`config.mk`:
```
export PLATFORM = sky130hd
export DESIGN_NAME = task_graph_mapper_flat
export DESIGN_NICKNAME = d
export VERILOG_FILES = /design/src/rtl/task_graph_mapper_if.sv /design/src/rtl/task_graph_mapper.sv /design/src/flat_wrapper.sv
export SDC_FILE = /design/constraint.sdc
export NUM_CORES = 1
export LEC_CHECK = 0
export CORE_MARGIN = 2
export CORE_UTILIZATION = 60
export DETAILED_ROUTE_END_ITERATION = 6
export HOLD_SLACK_MARGIN = 0.15
export PLACE_DENSITY_LB_ADDON = 0.12
export SLEW_MARGIN = 20
export SYNTH_ARGS = -nofsm -noshare
export SYNTH_HDL_FRONTEND = slang
export SYNTH_SLANG_ARGS = --single-unit
```
`constraint.sdc`:
```
create_clock -name clk -period 13.3 [get_ports clk]
set_input_delay 3.99 -clock clk [delete_from_list [all_inputs] [get_ports clk]]
set_output_delay 3.99 -clock clk [all_outputs]
set_load 0.1 [all_outputs]
```
`src/rtl/task_graph_mapper_if.sv`:
```
// ---------------------------------------------------------------------------
// task_graph_mapper_if
//   Groups the control, adjacency-load and mapping-result signals of
//   task_graph_mapper.
//   slave  : the mapper side (consumes matrix entries, produces mappings)
//   master : the environment side (feeds entries, consumes mappings)
//   Signals: start, in_valid/in_ready/in_weight (load stream),
//            root_task/root_id (root report),
//            map_valid/map_ready/map_task/map_pe/map_iso/map_load (results),
//            done, err.
// ---------------------------------------------------------------------------
interface task_graph_mapper_if #(
    parameter int NUM_V  = 4,
    parameter int W      = 32,
    parameter int NUM_PE = 4
);
    localparam int VW = $clog2(NUM_V);
    localparam int PW = $clog2(NUM_PE);
    localparam int LW = W + 2 * VW;

    logic          start;
    logic          in_valid;
    logic          in_ready;
    logic [W-1:0]  in_weight;
    logic          root_task;
    logic [VW-1:0] root_id;
    logic          map_valid;
    logic          map_ready;
    logic [VW-1:0] map_task;
    logic [PW-1:0] map_pe;
    logic          map_iso;
    logic [LW-1:0] map_load;
    logic          done;
    logic          err;

    modport slave (
        input  start, in_valid, in_weight, map_ready,
        output in_ready, root_task, root_id, map_valid, map_task, map_pe,
               map_iso, map_load, done, err
    );

    modport master (
        output start, in_valid, in_weight, map_ready,
        input  in_ready, root_task, root_id, map_valid, map_task, map_pe,
               map_iso, map_load, done, err
    );
endinterface

```
`src/rtl/task_graph_mapper.sv`:
```
// ---------------------------------------------------------------------------
// task_graph_mapper
//   Loads a NUM_V x NUM_V adjacency matrix (row-major, 0 = no edge), finds
//   the root task (row of the first nonzero entry), then maps every task in
//   index order onto the least-loaded processing element. Tasks without
//   edges are reported isolated and do not consume PE capacity.
//
//   Ports:
//     clk       - clock, rising edge
//     rst_b     - asynchronous active-low reset
//     bus       - task_graph_mapper_if.slave (load stream, root report,
//                 mapping results, done pulse, sticky err)
//     dbg_state - current FSM state (0 IDLE, 1 LOAD, 2 MAP, 3 DONE)
//
//   Build option: define TGM_SELF_LOOP_CHECK_EN to flag nonzero diagonal
//   entries on err and drop them from sums, degrees and root detection.
//
//   Handshakes: a beat moves on a rising edge where valid & ready are both
//   high; the producer keeps valid and payload stable until that edge and
//   valid never depends on ready.
// ---------------------------------------------------------------------------
module task_graph_mapper #(
    parameter int NUM_V  = 4,
    parameter int W      = 32,
    parameter int NUM_PE = 4
) (
    input  logic                 clk,
    input  logic                 rst_b,
    task_graph_mapper_if.slave   bus,
    output logic [1:0]           dbg_state
);
    localparam int VW = $clog2(NUM_V);
    localparam int PW = $clog2(NUM_PE);
    localparam int LW = W + 2 * VW;
    localparam int DW = $clog2(NUM_V + 1);
    localparam logic [VW-1:0] LAST_V = VW'(NUM_V - 1);

    typedef enum logic [1:0] {IDLE = 2'd0, LOAD = 2'd1, MAP = 2'd2, DONE = 2'd3} state_t;

    state_t        state, state_nx;
    logic [VW-1:0] row, col, map_idx;
    logic [LW-1:0] task_sum [NUM_V];
    logic [DW-1:0] deg      [NUM_V];
    logic [LW-1:0] pe_load  [NUM_PE];
    logic          root_found;
    logic          root_task_q, err_q;
    logic [VW-1:0] root_id_q;

    logic          in_ready_i, map_valid_i;
    logic          accept, xfer, last_entry, entry_nz, self_loop, entry_counts;
    logic [LW-1:0] add_w, best_load;
    logic [PW-1:0] best_pe;
    logic          cur_iso;

    assign accept     = bus.in_valid & in_ready_i;
    assign xfer       = map_valid_i & bus.map_ready;
    assign last_entry = (row == LAST_V) && (col == LAST_V);
    assign entry_nz   = (bus.in_weight != '0);
`ifdef TGM_SELF_LOOP_CHECK_EN
    assign self_loop  = entry_nz && (row == col);
`else
    assign self_loop  = 1'b0;
`endif
    assign entry_counts = entry_nz && !self_loop;
    assign add_w        = self_loop ? '0 : LW'(bus.in_weight);
    assign cur_iso      = (deg[map_idx] == '0);

    // Least-loaded PE; strict compare keeps the lowest index on ties.
    always_comb begin
        best_pe   = '0;
        best_load = pe_load[0];
        for (int i = 1; i < NUM_PE; i++) begin
            if (pe_load[i] < best_load) begin
                best_load = pe_load[i];
                best_pe   = PW'(i);
            end
        end
    end

    // State register
    always_ff @(posedge clk or negedge rst_b) begin
        if (!rst_b) state <= IDLE;
        else        state <= state_nx;
    end

    // Next-state logic
    always_comb begin
        state_nx = state;
        case (state)
            IDLE: if (bus.start)                   state_nx = LOAD;
            LOAD: if (accept && last_entry)        state_nx = MAP;
            MAP:  if (xfer && map_idx == LAST_V)   state_nx = DONE;
            DONE:                                  state_nx = IDLE;
            default:                               state_nx = IDLE;
        endcase
    end

    // Output logic; mapping fields are forced to zero outside MAP.
    always_comb begin
        in_ready_i   = (state == LOAD);
        map_valid_i  = (state == MAP);
        bus.done     = (state == DONE);
        bus.map_task = map_valid_i ? map_idx : '0;
        bus.map_pe   = (map_valid_i && !cur_iso) ? best_pe : '0;
        bus.map_iso  = map_valid_i && cur_iso;
        bus.map_load = map_valid_i ? task_sum[map_idx] : '0;
    end

    assign bus.in_ready  = in_ready_i;
    assign bus.map_valid = map_valid_i;
    assign bus.root_task = root_task_q;
    assign bus.root_id   = root_id_q;
    assign bus.err       = err_q;
    assign dbg_state     = state;

    // Datapath: matrix counters, per-task accumulation, PE loads.
    always_ff @(posedge clk or negedge rst_b) begin
        if (!rst_b) begin
            row         <= '0;
            col         <= '0;
            map_idx     <= '0;
            root_found  <= 1'b0;
            root_task_q <= 1'b0;
            root_id_q   <= '0;
            err_q       <= 1'b0;
            for (int i = 0; i < NUM_V; i++) begin
                task_sum[i] <= '0;
                deg[i]      <= '0;
            end
            for (int i = 0; i < NUM_PE; i++) pe_load[i] <= '0;
        end else begin
            root_task_q <= 1'b0;
            if (state == IDLE && bus.start) begin
                row        <= '0;
                col        <= '0;
                map_idx    <= '0;
                root_found <= 1'b0;
                root_id_q  <= '0;
                err_q      <= 1'b0;
                for (int i = 0; i < NUM_V; i++) begin
                    task_sum[i] <= '0;
                    deg[i]      <= '0;
                end
                for (int i = 0; i < NUM_PE; i++) pe_load[i] <= '0;
            end
            if (accept) begin
                task_sum[row] <= task_sum[row] + add_w;
                if (entry_counts) deg[row] <= deg[row] + DW'(1);
                if (entry_counts && !root_found) begin
                    root_found  <= 1'b1;
                    root_id_q   <= row;
                    root_task_q <= 1'b1;
                end
                if (self_loop) err_q <= 1'b1;
                if (last_entry) begin
                    row <= '0;
                    col <= '0;
                end else if (col == LAST_V) begin
                    col <= '0;
                    row <= row + VW'(1);
                end else begin
                    col <= col + VW'(1);
                end
            end
            if (xfer) begin
                if (!cur_iso) pe_load[best_pe] <= pe_load[best_pe] + task_sum[map_idx];
                map_idx <= (map_idx == LAST_V) ? '0 : map_idx + VW'(1);
            end
        end
    end
endmodule

```
`src/flat_wrapper.sv`:
```
// flat-port wrapper written by rule: the top's interface ports become plain ports
module task_graph_mapper_flat 
#(
    parameter int NUM_V  = 4,
    parameter int W      = 32,
    parameter int NUM_PE = 4
)
  (clk, rst_b, dbg_state, bus_start, bus_in_valid, bus_in_weight, bus_map_ready, bus_in_ready, bus_root_task, bus_root_id, bus_map_valid, bus_map_task, bus_map_pe, bus_map_iso, bus_map_load, bus_done, bus_err);
  task_graph_mapper_if #(.NUM_V(NUM_V), .W(W), .NUM_PE(NUM_PE)) bus_i ();
  input  logic clk;
  input  logic rst_b;
  output logic [1:0] dbg_state;
  input wire logic [$bits(bus_i.start)-1:0] bus_start;
  input wire logic [$bits(bus_i.in_valid)-1:0] bus_in_valid;
  input wire logic [$bits(bus_i.in_weight)-1:0] bus_in_weight;
  input wire logic [$bits(bus_i.map_ready)-1:0] bus_map_ready;
  output wire logic [$bits(bus_i.in_ready)-1:0] bus_in_ready;
  output wire logic [$bits(bus_i.root_task)-1:0] bus_root_task;
  output wire logic [$bits(bus_i.root_id)-1:0] bus_root_id;
  output wire logic [$bits(bus_i.map_valid)-1:0] bus_map_valid;
  output wire logic [$bits(bus_i.map_task)-1:0] bus_map_task;
  output wire logic [$bits(bus_i.map_pe)-1:0] bus_map_pe;
  output wire logic [$bits(bus_i.map_iso)-1:0] bus_map_iso;
  output wire logic [$bits(bus_i.map_load)-1:0] bus_map_load;
  output wire logic [$bits(bus_i.done)-1:0] bus_done;
  output wire logic [$bits(bus_i.err)-1:0] bus_err;
  assign bus_i.start = bus_start;
  assign bus_i.in_valid = bus_in_valid;
  assign bus_i.in_weight = bus_in_weight;
  assign bus_i.map_ready = bus_map_ready;
  assign bus_in_ready = bus_i.in_ready;
  assign bus_root_task = bus_i.root_task;
  assign bus_root_id = bus_i.root_id;
  assign bus_map_valid = bus_i.map_valid;
  assign bus_map_task = bus_i.map_task;
  assign bus_map_pe = bus_i.map_pe;
  assign bus_map_iso = bus_i.map_iso;
  assign bus_map_load = bus_i.map_load;
  assign bus_done = bus_i.done;
  assign bus_err = bus_i.err;
  task_graph_mapper #(.NUM_V(NUM_V), .W(W), .NUM_PE(NUM_PE)) u_core (.clk(clk), .rst_b(rst_b), .bus(bus_i), .dbg_state(dbg_state));
endmodule
```
; ---- Yosys cells after proc, flatten, opt, wreduce, memory -nomap -nowiden
; Index checks and enable logic that the tools add are counted.
[totals]
ff_bits = 312
output_inout_bits = 50
elab_cells = 126
[classes]
addsub = 6
magnitude_cmp = 8
eq_ne = 9
mux = 62
bitwise = 5
n_reduce_logical = 17
[op_table]
columns = operator, n
row1 = 144-bit two-way mux, 5
row2 = 36-bit two-way mux, 11
row3 = 144-bit bitwise mux, 2
row4 = 36-bit binary-select mux with 2-bit select, 3
row5 = 36-bit demux with 2-bit select, 2
row6 = 36-bit less-than comparator, 3
row7 = 2-bit two-way mux, 20
row8 = 36-bit by 32-bit adder with 36-bit output, 1
row9 = 36-bit adder, 1
row10 = 12-bit two-way mux, 3
row11 = 32-bit nonzero test, 1
row12 = 3-bit two-way mux, 5
row13 = 3-bit binary-select mux with 2-bit select, 2
row14 = 12-bit bitwise mux, 1
row15 = 2-bit equality test (second input constant), 5
row16 = 3-bit greater-or-equal comparator (second input constant), 3
row17 = 1-bit logical AND, 9
row18 = 2-bit NOT with 3-bit output, 3
row19 = 2-bit case mux with 4 select lines, 1
row20 = 2-bit by 1-bit adder with 2-bit output (second input constant), 3
row21 = 3-bit demux with 2-bit select, 1
row22 = 3-bit by 1-bit less-than comparator with 1-bit output (second input constant), 2
row23 = 1-bit two-way mux, 6
row24 = 2-bit inequality test (second input constant), 3
row25 = 8 further kinds, 11

; ---- Longest topological paths before layout
[depth]
ltp_word = 14
ltp_mapped = 47
depth_no_buf = 40

; ---- Worst setup path after synthesis
; OpenSTA, ideal clock, no wires.
[synth_path]
path_kind = reg-to-output
start = register u_core.pe_load[87] in the netlist's numbering
end = output port bus_map_pe[1]
t_arrival_ns = 7.959
required_time_ns = 9.310
path_slack_ns = 1.351
path_stages_with_launch = 34
n_path_buf = 7
path_cell_list = dfrtp_1 > ha_1 > a21oi_1 > o21ai_0 > a221oi_1 > o221ai_1 > a21oi_1 > clkbuf_1 > buf_2 > mux2i_1 > ha_1 > a211oi_1 > o21bai_1 > a211o_1 > a211o_1 > nor3_2 > a21oi_2 > buf_4 > clkbuf_1 > nand2_1 > o21ai_0 > ha_1 > a21o_1 > a211oi_1 > o21bai_1 > a41oi_1 > o211ai_1 > a211oi_1 > o211ai_1 > a31o_1 > buf_4 > buf_2 > buf_4 > a21oi_1
[synth_via]
elab_chain_cells = 7
elab_cells_between_ends = 8
[synth_rtl]
columns = item, line
row1 = from (decl), task_graph_mapper.sv:44  ; logic [LW-1:0] pe_load [NUM_PE];
row2 = "from (signal, indexed assignment)", task_graph_mapper.sv:166  ; if (!cur_iso) pe_load[best_pe] <= pe_load[best_pe] + task_sum[map_idx];
row3 = 36-bit less-than comparator, task_graph_mapper.sv:73  ; if (pe_load[i] < best_load) begin
row4 = 36-bit two-way mux *, task_graph_mapper.sv:73
row5 = 36-bit less-than comparator, task_graph_mapper.sv:73
row6 = 36-bit two-way mux, task_graph_mapper.sv:73
row7 = 36-bit less-than comparator, task_graph_mapper.sv:73
row8 = 2-bit two-way mux *, task_graph_mapper.sv:73
row9 = 2-bit two-way mux *, task_graph_mapper.sv:104  ; bus.map_pe = (map_valid_i && !cur_iso) ? best_pe : '0;
row10 = to (decl), flat_wrapper.sv:22  ; output wire logic [$bits(bus_i.map_pe)-1:0] bus_map_pe;
; Mark *: on every way between the ends. The rest lies on a longest branch, timed or not.

; ---- Worst setup path in the final report
[layout_path]
start = register u_core.pe_load[106] in the netlist's numbering
end = output port bus_map_pe[1]
; Same word-level chain as after synthesis.

==> summary.txt <==
Fill cell count -> 2765
Crit. Startpoint -> u_core.pe_load[106]$_DFF_PN0_
Gpl congestion -> 0.911
Final setup vio count -> 0
Synthesized flop and latch total -> 312
Clk_skew -> 17.5 ps
Syn Nets -> 2442
Final net count -> 2451
Top FF cell, synth -> dfrtp_1
Worst Max-Slew Pin Slew -> 1160 ps
Post-synth EDFFs -> 0
Vias after detailed routing -> 17300
Die Span Y -> 191 um
Die ar. -> 36400 um^2
Most numerous cell in the Yosys netlist -> o21ai_0
Layout area overhead -> 11.0%
Max Clk Rate -> 0.0817 GHz
Crit path kind -> reg2out
Hold_ws -> 485 ps
Crit end category -> output pin
Status -> finished clean
Residual DRC -> 0
CTS root buffer -> clkbuf_16
Setup Fix Bufs, Post-CTS -> 0
First-pass GRT wire length -> 89.4 mm
Core area -> 34500 um^2
Clk sinks -> 312
CTS resizes -> 0
Num CTS Buffers -> 37
Syn Inst Count -> 2219
Register area share after synthesis -> 0.373
Syn avg cell area -> 9.43 um^2
Synth Area in Compound Gates -> 0.162
Initial antenna violation count -> 1
Post-route ant nets -> 0
Drt initial violations -> 1297
Drt pass-1 iters -> 5
Vias in the first global route -> 16800
Area of the multi-input gates -> 12200 um^2
Period utilization -> 0.920
Setup slack, reg-to-reg -> 1750 ps
Largest net degree at the start of global routing -> 239
RSZ-0062 raised after global routing -> no
Layout cell share with drive strength beyond 1 -> 0.0812
Startpoint Class -> register
Final hold vios -> 0
Final HPWL DP -> 38.4 mm
Top post-synthesis cells by area -> dfrtp_1 37%, ha_1 11%, o21ai_0 8.2%
Num rows -> 68
H-tree levels -> 2
Synth Area in Simple Gates -> 0.157
Antenna Diode Count -> 0
CTS tree -> done
Final WL -> 55.1 mm
Max-cap violations -> 0
Worst Setup EP -> bus_map_pe[1]
Post-synth top cells -> 343 x o21ai_0, 313 x nand3_1, 312 x dfrtp_1
Yosys top cell area share -> 0.373
Crit-path max FO -> 39
WP data arrival -> 8250 ps
Overflow after GRT -> 0
Via density -> 6.40
Xor/xnor cell area share of the yosys netlist -> 0.0264
Post-synth ARST share -> 1.00
Synth cell types -> 63
Multiplexer share of the synthesized area -> 0.122
Port bufs -> 85
Fin crit period -> 12240 ps
Critical Path RT -> 9310 ps
I/O Pins -> 87
Die width -> 191 um
Reg2Reg Capture Point -> u_core.pe_load[142]$_DFF_PN0_
Clk buf depth -> 3
Max_slew headroom -> 0.224
Final core occ -> 0.674
Syn Std Cell Area -> 20900 um^2
R2r worst-path depth -> 40
Effective utilization at floorplan -> 0.607
Worst min-delay path category -> reg2reg
WL/cell -> 20.4 um
Post-route setup TNS -> 0 ps
Sequential Area -> 7810 um^2
Yosys top cell by area -> dfrtp_1
Hold bufs inserted after CTS -> 0
RR Startpoint -> u_core.pe_load[106]$_DFF_PN0_
Later-pin clock latency in the skew report -> 530 ps
Adder-Cell Fraction of Synth Area -> 0.112
Yosys synthesis warning count -> 0
Final Slew Violations -> 0
GRT Resource Usage Total -> 0.309
Largest family of logic cells by synthesized area -> compound AO/OA/AOI/OAI gates
Clock slew at reported path FFs -> 60 ps
[routing by layer]
| layer | GRT usage | vias to the layer above | wire (um) |
|---|---|---|---|
| met2 | 0.493 | 572 | 25900 |
| met5 | 0 | - | 0 |
| met4 | 0.106 | 0 | 1670 |
| li1 | - | 8167 | - |
| met3 | 0.0403 | 112 | 3220 |
| met1 | 0.438 | 8491 | 24300 |
[layout make-up]
class,count,share of cell area
inverter,123,0.0199
clock inverter,13,0.00711
clock buffer,51,0.0456
sequential,312,0.336
timing repair buffer,103,0.0430
tap,455,0.0245
multi-input combinational,1651,0.524
[worst max-delay path, cell delays in order (launching register included)]
cell       delay, ps
dfrtp_1          390
ha_1             340
nand4_1          170
nor3_1            90
a221oi_1         400
o221ai_1         250
a21oi_4          460
buf_4            550
mux2i_1          200
ha_1             360
nand4_1          100
nor4_2           470
o2111ai_1        230
nand4_1          130
nor2_1            90
a21oi_4          690
o21ai_0          250
ha_1             350
a21o_1           190
a211oi_1         230
o21bai_1         100
a41oi_1          370
o211ai_1         170
a211oi_1         230
o211ai_1         130
a31o_2           320
a21oi_1          150
buf_4            300
[cell usage in the layout (no fill, tap or decap), types with 7 or more instances in the layout]
master | synthesis | routed
and4_1 | 8 | 8
mux2_2 | 7 | 7
o211ai_1 | 10 | 10
xor2_1 | 18 | 18
nor4_1 | 14 | 14
xnor2_1 | 45 | 45
o21a_1 | 9 | 9
buf_4 | 6 | 19
a31oi_1 | 11 | 11
a21o_1 | 51 | 51
clkdlybuf4s50_1 | 0 | 82
nor3_1 | 23 | 23
nor2_1 | 34 | 34
o31ai_1 | 14 | 14
nand2_1 | 123 | 117
clkbuf_16 | 0 | 37
nand2b_1 | 18 | 17
clkinv_2 | 0 | 9
and2_1 | 51 | 51
a211oi_1 | 10 | 10
dfrtp_1 | 312 | 308
o21ai_0 | 343 | 343
and3_1 | 11 | 11
nand4_1 | 24 | 24
o21ai_1 | 12 | 12
nor2b_1 | 7 | 7
nand3_1 | 313 | 313
mux4_2 | 75 | 75
inv_1 | 123 | 123
mux2i_1 | 72 | 72
a21oi_1 | 86 | 85
o21bai_1 | 17 | 17
clkbuf_8 | 0 | 8
ha_1 | 184 | 184
[how the worst min path moves through the flow]
stage	slack, ps	startpoint	depth (start not counted)	to
floorplan	450	u_core.root_found$_DFF_PN0_	2	u_core.root_found$_DFF_PN0_
global placement	470	u_core.root_found$_DFF_PN0_	2	u_core.root_found$_DFF_PN0_
detailed placement	470	u_core.root_found$_DFF_PN0_	2	u_core.root_found$_DFF_PN0_
CTS	490	u_core.root_found$_DFF_PN0_	2	u_core.root_found$_DFF_PN0_
global route	520	u_core.root_found$_DFF_PN0_	2	u_core.root_found$_DFF_PN0_
finish	480	u_core.root_found$_DFF_PN0_	2	u_core.root_found$_DFF_PN0_
[registers in the layout (all words and copies together) (netlist names)]
name	flops
u_core.bus.root_id	2
u_core.bus.root_task	1
u_core.col	2
u_core.deg	12
u_core.map_idx	2
u_core.dbg_state	2
u_core.root_found	1
u_core.task_sum	144
u_core.row	2
u_core.pe_load	144
[kinds of logic (layout without fill, tap and decap cells)]
kind of cell             Yosys count  in the layout
multiplexers                     159            159
AO/OA/AOI/OAI                    595            595
AND/OR/NAND/NOR                  647            647
buffers and inverters            256            290
other                              1              1
adder cells (fa/ha/maj)          186            186
XOR/XNOR                          63             63
flip-flops                       312            312
[per-stage QoR]
stage,setup slack (ps),instances,area [um^2]
after CTS,1080,2708,23200
after global routing,535,2708,23200
after detailed placement,1700,2644,22000
after floorplan,1350,2219,20900
final,1060,2708,23200
after global placement,1860,2644,22000
Power is left out: the tool's default activity adds up to more than one toggle a clock period on the data nets, which glitch-free logic cannot reach.
